`src/rtl/rvfi_retire_sequencer_if.sv`:
```
// Retirement-side and checker-side signal bundle for the RVFI retire sequencer.
// The core/bench drives through master; the sequencer sits on slave.
interface rvfi_retire_sequencer_if #(
   parameter int NRET  = 2,
   parameter int PW    = 64,
   parameter int DEPTH = 8
);
   logic [NRET-1:0]        in_valid;
   logic [NRET*8-1:0]      in_order;
   logic [NRET*PW-1:0]     in_payload;
   logic                   out_valid;
   logic                   out_ready;
   logic [7:0]             out_order;
   logic [PW-1:0]          out_payload;
   logic [$clog2(DEPTH):0] occupancy;
   logic                   err_range;
   logic                   err_dup;

   modport master (
      output in_valid, in_order, in_payload, out_ready,
      input  out_valid, out_order, out_payload, occupancy, err_range, err_dup
   );

   modport slave (
      input  in_valid, in_order, in_payload, out_ready,
      output out_valid, out_order, out_payload, occupancy, err_range, err_dup
   );
endinterface

```
`src/rtl/rvfi_retire_sequencer.sv`:
```
// Reorders out-of-order RVFI retirements into a single in-order stream; 1-cycle write-to-output latency.
// No backpressure toward the core: entries outside the window or hitting a filled slot are dropped and flagged.
module rvfi_retire_sequencer #(
   parameter int NRET  = 2,
   parameter int PW    = 64,
   parameter int DEPTH = 8
) (
   input  logic                   clk,
   input  logic                   resetn,
   rvfi_retire_sequencer_if.slave bus
);
   localparam int         IW      = $clog2(DEPTH);
   localparam int         OW      = $clog2(DEPTH) + 1;
   localparam logic [8:0] DEPTH_W = 9'(DEPTH);

   logic [DEPTH-1:0] slot_vld;
   logic [PW-1:0]    slot_pay [DEPTH];
   logic [7:0]       exp_ord;
   logic [OW-1:0]    occ;
   logic             err_range_q;
   logic             err_dup_q;

   logic [7:0]       ord      [NRET];
   logic [7:0]       delta    [NRET];
   logic [IW-1:0]    slot_idx [NRET];
   logic [NRET-1:0]  acc;
   logic [NRET-1:0]  drop_range;
   logic [NRET-1:0]  drop_dup;
   logic [NRET-1:0]  same_dup;
   logic [IW-1:0]    head;
   logic             pop;
   logic [OW-1:0]    occ_nxt;

   // All window and slot checks use the start-of-cycle counter and slot state.
   always_comb begin
      head       = exp_ord[IW-1:0];
      pop        = slot_vld[head] & bus.out_ready;
      acc        = '0;
      drop_range = '0;
      drop_dup   = '0;
      same_dup   = '0;
      occ_nxt    = occ - OW'(pop);
      for (int i = 0; i < NRET; i++) begin
         ord[i]      = bus.in_order[i*8 +: 8];
         delta[i]    = ord[i] - exp_ord;
         slot_idx[i] = ord[i][IW-1:0];
      end
      for (int i = 0; i < NRET; i++) begin
         for (int j = 0; j < NRET; j++) begin
            if (j < i && bus.in_valid[j] && ord[j] == ord[i]) begin
               same_dup[i] = 1'b1;
            end
         end
         if (bus.in_valid[i]) begin
            if ({1'b0, delta[i]} >= DEPTH_W) begin
               drop_range[i] = 1'b1;
            end else if (slot_vld[slot_idx[i]] || same_dup[i]) begin
               drop_dup[i] = 1'b1;
            end else begin
               acc[i]  = 1'b1;
               occ_nxt = occ_nxt + OW'(1);
            end
         end
      end
   end

   // A head write needs delta == 0 on an empty head, so it never collides with a pop.
   always_ff @(posedge clk) begin
      if (!resetn) begin
         slot_vld    <= '0;
         exp_ord     <= '0;
         occ         <= '0;
         err_range_q <= 1'b0;
         err_dup_q   <= 1'b0;
      end else begin
         if (pop) begin
            slot_vld[head] <= 1'b0;
            exp_ord        <= exp_ord + 8'd1;
         end
         for (int i = 0; i < NRET; i++) begin
            if (acc[i]) begin
               slot_vld[slot_idx[i]] <= 1'b1;
            end
         end
         occ <= occ_nxt;
         if (|drop_range) begin
            err_range_q <= 1'b1;
         end
         if (|drop_dup) begin
            err_dup_q <= 1'b1;
         end
      end
   end

   always_ff @(posedge clk) begin
      for (int i = 0; i < NRET; i++) begin
         if (acc[i] && resetn) begin
            slot_pay[slot_idx[i]] <= bus.in_payload[i*PW +: PW];
         end
      end
   end

   assign bus.out_valid   = slot_vld[head];
   assign bus.out_order   = exp_ord;
   assign bus.out_payload = slot_pay[head];
   assign bus.occupancy   = occ;
   assign bus.err_range   = err_range_q;
   assign bus.err_dup     = err_dup_q;
endmodule
```
`src/flat_wrapper.sv`:
```
// flat-port wrapper written by rule: the top's interface ports become plain ports
module rvfi_retire_sequencer_flat 
#(
   parameter int NRET  = 2,
   parameter int PW    = 64,
   parameter int DEPTH = 8
)
  (clk, resetn, bus_in_valid, bus_in_order, bus_in_payload, bus_out_ready, bus_out_valid, bus_out_order, bus_out_payload, bus_occupancy, bus_err_range, bus_err_dup);
  rvfi_retire_sequencer_if #(.NRET(NRET), .PW(PW), .DEPTH(DEPTH)) bus_i ();
  input  logic clk;
  input  logic resetn;
  input wire logic [$bits(bus_i.in_valid)-1:0] bus_in_valid;
  input wire logic [$bits(bus_i.in_order)-1:0] bus_in_order;
  input wire logic [$bits(bus_i.in_payload)-1:0] bus_in_payload;
  input wire logic [$bits(bus_i.out_ready)-1:0] bus_out_ready;
  output wire logic [$bits(bus_i.out_valid)-1:0] bus_out_valid;
  output wire logic [$bits(bus_i.out_order)-1:0] bus_out_order;
  output wire logic [$bits(bus_i.out_payload)-1:0] bus_out_payload;
  output wire logic [$bits(bus_i.occupancy)-1:0] bus_occupancy;
  output wire logic [$bits(bus_i.err_range)-1:0] bus_err_range;
  output wire logic [$bits(bus_i.err_dup)-1:0] bus_err_dup;
  assign bus_i.in_valid = bus_in_valid;
  assign bus_i.in_order = bus_in_order;
  assign bus_i.in_payload = bus_in_payload;
  assign bus_i.out_ready = bus_out_ready;
  assign bus_out_valid = bus_i.out_valid;
  assign bus_out_order = bus_i.out_order;
  assign bus_out_payload = bus_i.out_payload;
  assign bus_occupancy = bus_i.occupancy;
  assign bus_err_range = bus_i.err_range;
  assign bus_err_dup = bus_i.err_dup;
  rvfi_retire_sequencer #(.NRET(NRET), .PW(PW), .DEPTH(DEPTH)) u_core (.clk(clk), .resetn(resetn), .bus(bus_i));
endmodule
```
`config.mk`:
```
export PLATFORM = sky130hd
export DESIGN_NAME = rvfi_retire_sequencer_flat
export DESIGN_NICKNAME = d
export VERILOG_FILES = /design/src/rtl/rvfi_retire_sequencer_if.sv /design/src/rtl/rvfi_retire_sequencer.sv /design/src/flat_wrapper.sv
export SDC_FILE = /design/constraint.sdc
export NUM_CORES = 1
export LEC_CHECK = 0
export BUFFER_PORTS_ARGS = -buffer_cell sky130_fd_sc_hd__buf_4
export CAP_MARGIN = 20
export CELL_PAD_IN_SITES_DETAIL_PLACEMENT = 0
export CELL_PAD_IN_SITES_GLOBAL_PLACEMENT = 1
export CORE_UTILIZATION = 50
export DETAILED_ROUTE_END_ITERATION = 10
export PLACE_DENSITY_LB_ADDON = 0.1
export SLEW_MARGIN = 25
export SYNTH_ARGS = -nofsm -noshare
export SYNTH_HDL_FRONTEND = slang
export SYNTH_SLANG_ARGS = --single-unit
export TNS_END_PERCENT = 20
```
`constraint.sdc`:
```
create_clock -name clk -period 18.65 [get_ports clk]
set_input_delay 0.9325 -clock clk [delete_from_list [all_inputs] [get_ports clk]]
set_output_delay 0.9325 -clock clk [all_outputs]
set_load 0.01 [all_outputs]
```
==> impl_results.md <==
- Asr flop ratio synth: 0
- Routed Antenna Nets: 0
- RSZ-0062 raised after global routing: no
- Post-Place Cell Area: about 30000 sq um
- I/O Buffers: between 200 and 250
- Finished Core Util: 0.583
- Power share of the combinational group: 0.056
- Total GRT Usage: 0.244
- Vias per cell: ~6
- Fin Setup TNS: 0 ps
- Setup repair bufs after CTS: 0
- Final setup fails: 0
- Core Area: roughly 56000 sq um
- Final worst path period share: 0.302
- Share of layout cells above drive strength 1: 0.426
- Synth Flop Type: edfxtp_1
- Avg Inst Size Synth: 17.9 sq um
- Flops & latches, synth: about 540
- Detailed-router iteration count before antenna repair: 5
- CP arrival: 5990 ps
- Post-CTS sizing: 0
- # DRC: 0
- Switch Pwr: 0.000545 W
- Synth Warn #: 0
- Largest net degree at the start of global routing: slightly below 70
- Register area share after synthesis: 0.559
- Area growth syn-to-layout: 14.2%
- Root Driver: clkbuf_16
- Clock buffer depth: 3
- Hold_sp: u_core.bus.err_dup$_SDFFE_PN0P_
- Worst Hold Depth: 1
- Clock Sinks: ~540
- Seq pwr share: 0.515
- Worst setup EP type: flip-flop
- Clock skew: between 15 and 20 ps
- Max VDD drop: around 0.08 mV
- CP startpoint kind: flip-flop
- Synth Instances: 1588
- Status: finished clean
- # nets final: between 1500 and 2000
- Leakage power: ~11 nW
- R2r setup slk: 13020 ps
- GRT overflow: 0
- Row Count: 86
- WL/cell: approximately 27 um
- Ports: 228
- Tmin final: roughly 5600 ps
- Global-route wire length before repair: just over 100000 um
- CP Class: reg -> reg
- Worst Hold End: u_core.bus.err_dup$_SDFFE_PN0P_
- Placer Congestion: about 0.79
- Worst hold path type: reg -> reg
- Pre-CTS setup slack: 12530 ps
- WP data required: 19020 ps
- Clock latency on the worst-skew pair: between 600 and 700 ps
- Initial antenna violation count: 8
- Power share of the clock group: 0.429
- Die ar.: 57700 sq um
- Pwr Density: ~80 nW/um^2
- Vias in the first global route: between 15000 and 20000
- CTS buffer count: a little under 60
- P_int: 0.00202 W
- Hold_ws: around 500 ps
- Syn nets: 1757
- Final hold vios: 0
- Hold buffer count at CTS: 0
- Routed via count: between 15000 and 20000
- Slew Limit Fails: 0
- Max Freq: roughly 180 MHz
- Post-route cell area: approximately 32000 sq um
- EDFF count, synth: 512
- RR Endpoint: u_core.slot_pay[1][8]$_DFFE_PP_
- TritonCTS clock tree: yes
- CTS H-tree lvls: 2
- Slew Limit Headroom: 0.269
- Count of different cell masters after synthesis: 70
- Mapped cell area: about 28000 sq um
- Switching Share: 0.212
- Final setup margin: roughly 13000 ps
- Routed WL: 69500 um
- Critical path peak fanout: 37
- Worst r2r src: u_core.bus.out_order[1]$_SDFFE_PN0N_
- HPWL Detailed: 39400 um
- Die H: between 200 and 250 um
- Max-cap violation count: 0
- 1st-iter DRT viols: ~1100
- R2R depth: 10
- Initial Utilization: 0.510
- Worst slew pin tran: 1100 ps
- Clk slew on worst S/H paths: ~60 ps
- Die Width: roughly 240 um
power groups by stage:
stage	registers (W)	clock network [W]	logic [W]
6_report	0.00132	0.00110	0.000142
5_1_grt	0.00132	0.00117	0.000156
4_1_cts	0.00132	0.00113	0.000142
3_5_place_dp	0.00135	0	0.000142
3_3_place_gp	0.00135	0	0.000137
2_1_floorplan	0.00135	0	0.0000758
critical path: stages, from the launching register on:
cell and delay, ps:
dfxtp_1 640, inv_1 260, ha_1 350, nor2b_1 140
o2111a_1 250, a2111o_1 380, a2111oi_2 450, and2_1 720
nand4_4 940, buf_4 750, mux2_4 410
per-layer routing:
metal	vias to the layer above	part of all wire	track usage
met1	8149	0.44	0.329
met3	112	0.051	0.0450
met4	14	0.021	0.0662
met2	394	0.49	0.405
li1	6910	-	-
met5	-	0.0014	0
kinds of logic (layout without fill, tap and decap cells):
kind of cell | Yosys count | in the layout | share of synthesized area
flops | 537 | 537 | 0.559
xor+xnor | 20 | 20 | 0.00665
compound gates | 71 | 71 | 0.0197
fa+ha+maj | 20 | 20 | 0.00934
buf+inv | 127 | 383 | 0.0299
other cells | 0 | 1 | 0
mux | 717 | 717 | 0.354
simple gates | 96 | 96 | 0.0210
synthesized netlist by cell type (3+ instances only):
| cell type | instances | area [sq um] |
|---|---|---|
| a211oi_1 | 3 | 22.5 |
| a21o_1 | 3 | 22.5 |
| a21oi_1 | 7 | 35.0 |
| and2_1 | 13 | 81.3 |
| and4_1 | 4 | 35.0 |
| buf_1 | 15 | 56.3 |
| buf_2 | 6 | 30.0 |
| buf_4 | 9 | 67.6 |
| buf_6 | 44 | 495 |
| clkbuf_1 | 31 | 116 |
| dfxtp_1 | 25 | 500 |
| edfxtp_1 | 512 | 15400 |
| ha_1 | 18 | 225 |
| inv_1 | 21 | 78.8 |
| mux2_1 | 278 | 3130 |
| mux2_2 | 163 | 1840 |
| mux2_4 | 136 | 2040 |
| mux2i_1 | 8 | 80.1 |
| mux4_2 | 132 | 2970 |
| nand2_1 | 16 | 60.1 |
| nand2b_1 | 4 | 25.0 |
| nand3_1 | 9 | 45.0 |
| nand3b_1 | 3 | 22.5 |
| nand4_1 | 7 | 43.8 |
| nor2_1 | 6 | 22.5 |
| nor2b_1 | 7 | 43.8 |
| nor3_1 | 4 | 20.0 |
| nor3b_1 | 3 | 22.5 |
| nor4_1 | 4 | 25.0 |
| o211ai_1 | 8 | 60.1 |
| o21a_1 | 5 | 37.5 |
| o21ai_0 | 12 | 60.1 |
| o311ai_0 | 7 | 61.3 |
| o31ai_1 | 4 | 30.0 |
| xnor2_1 | 9 | 78.8 |
| xor2_1 | 10 | 87.6 |
placed cells by master (no fill, tap or decap), types with 13 or more instances in the layout:
| cell | Yosys | layout |
|---|---|---|
| and2_1 | 13 | 13 |
| buf_4 | 9 | 248 |
| mux4_2 | 132 | 132 |
| dfxtp_1 | 25 | 22 |
| clkbuf_16 | 0 | 58 |
| clkinv_1 | 1 | 18 |
| mux2_2 | 163 | 163 |
| nand2_1 | 16 | 16 |
| inv_1 | 21 | 21 |
| mux2_4 | 136 | 136 |
| edfxtp_1 | 512 | 512 |
| ha_1 | 18 | 18 |
| mux2_1 | 278 | 278 |
| clkbuf_1 | 31 | 15 |
cell type report:
class	count	area, sq um
Fill cell	4363	23200
Sequential cell	537	15900
Multi-Input combinational cell	924	11800
Timing Repair Buffer	253	1950
Clock buffer	76	1550
Tap cell	748	936
Clock inverter	32	240
Inverter	22	82.6
Antenna cell	1	2.50
stage by stage:
step           total power, W  instances
2_1_floorplan         0.00142       1588
3_3_place_gp          0.00148       2482
3_5_place_dp          0.00149       2483
4_1_cts               0.00259       2591
5_1_grt               0.00265       2593
6_report              0.00257       2593
worst max path at each step:
| stage | cells past startpoint | from | slack, ps | end |
|---|---|---|---|---|
| after global placement | 11 | bus_in_order[9] | 12710 | u_core.slot_pay[1][10]$_DFFE_PP_ |
| after global routing | 10 | u_core.bus.out_order[1]$_SDFFE_PN0N_ | 12710 | u_core.slot_pay[1][6]$_DFFE_PP_ |
| final | 10 | u_core.bus.out_order[1]$_SDFFE_PN0N_ | 13020 | u_core.slot_pay[1][8]$_DFFE_PP_ |
| after floorplan | 11 | bus_in_order[0] | 10280 | u_core.slot_pay[1][0]$_DFFE_PP_ |
| after detailed placement | 11 | bus_in_order[9] | 12530 | u_core.slot_pay[1][11]$_DFFE_PP_ |
| after CTS | 10 | u_core.bus.out_order[1]$_SDFFE_PN0N_ | 13040 | u_core.slot_pay[1][35]$_DFFE_PP_ |
state kept, by name, indices dropped and copies added, names as in the netlist, named ones only:
register / cells
u_core.bus.err_dup: 1
u_core.slot_vld: 8
u_core.bus.occupancy: 4
u_core.bus.out_order: 8
u_core.slot_pay: 512
u_core.bus.err_range: 1
(Power assumes the default switching activity.)
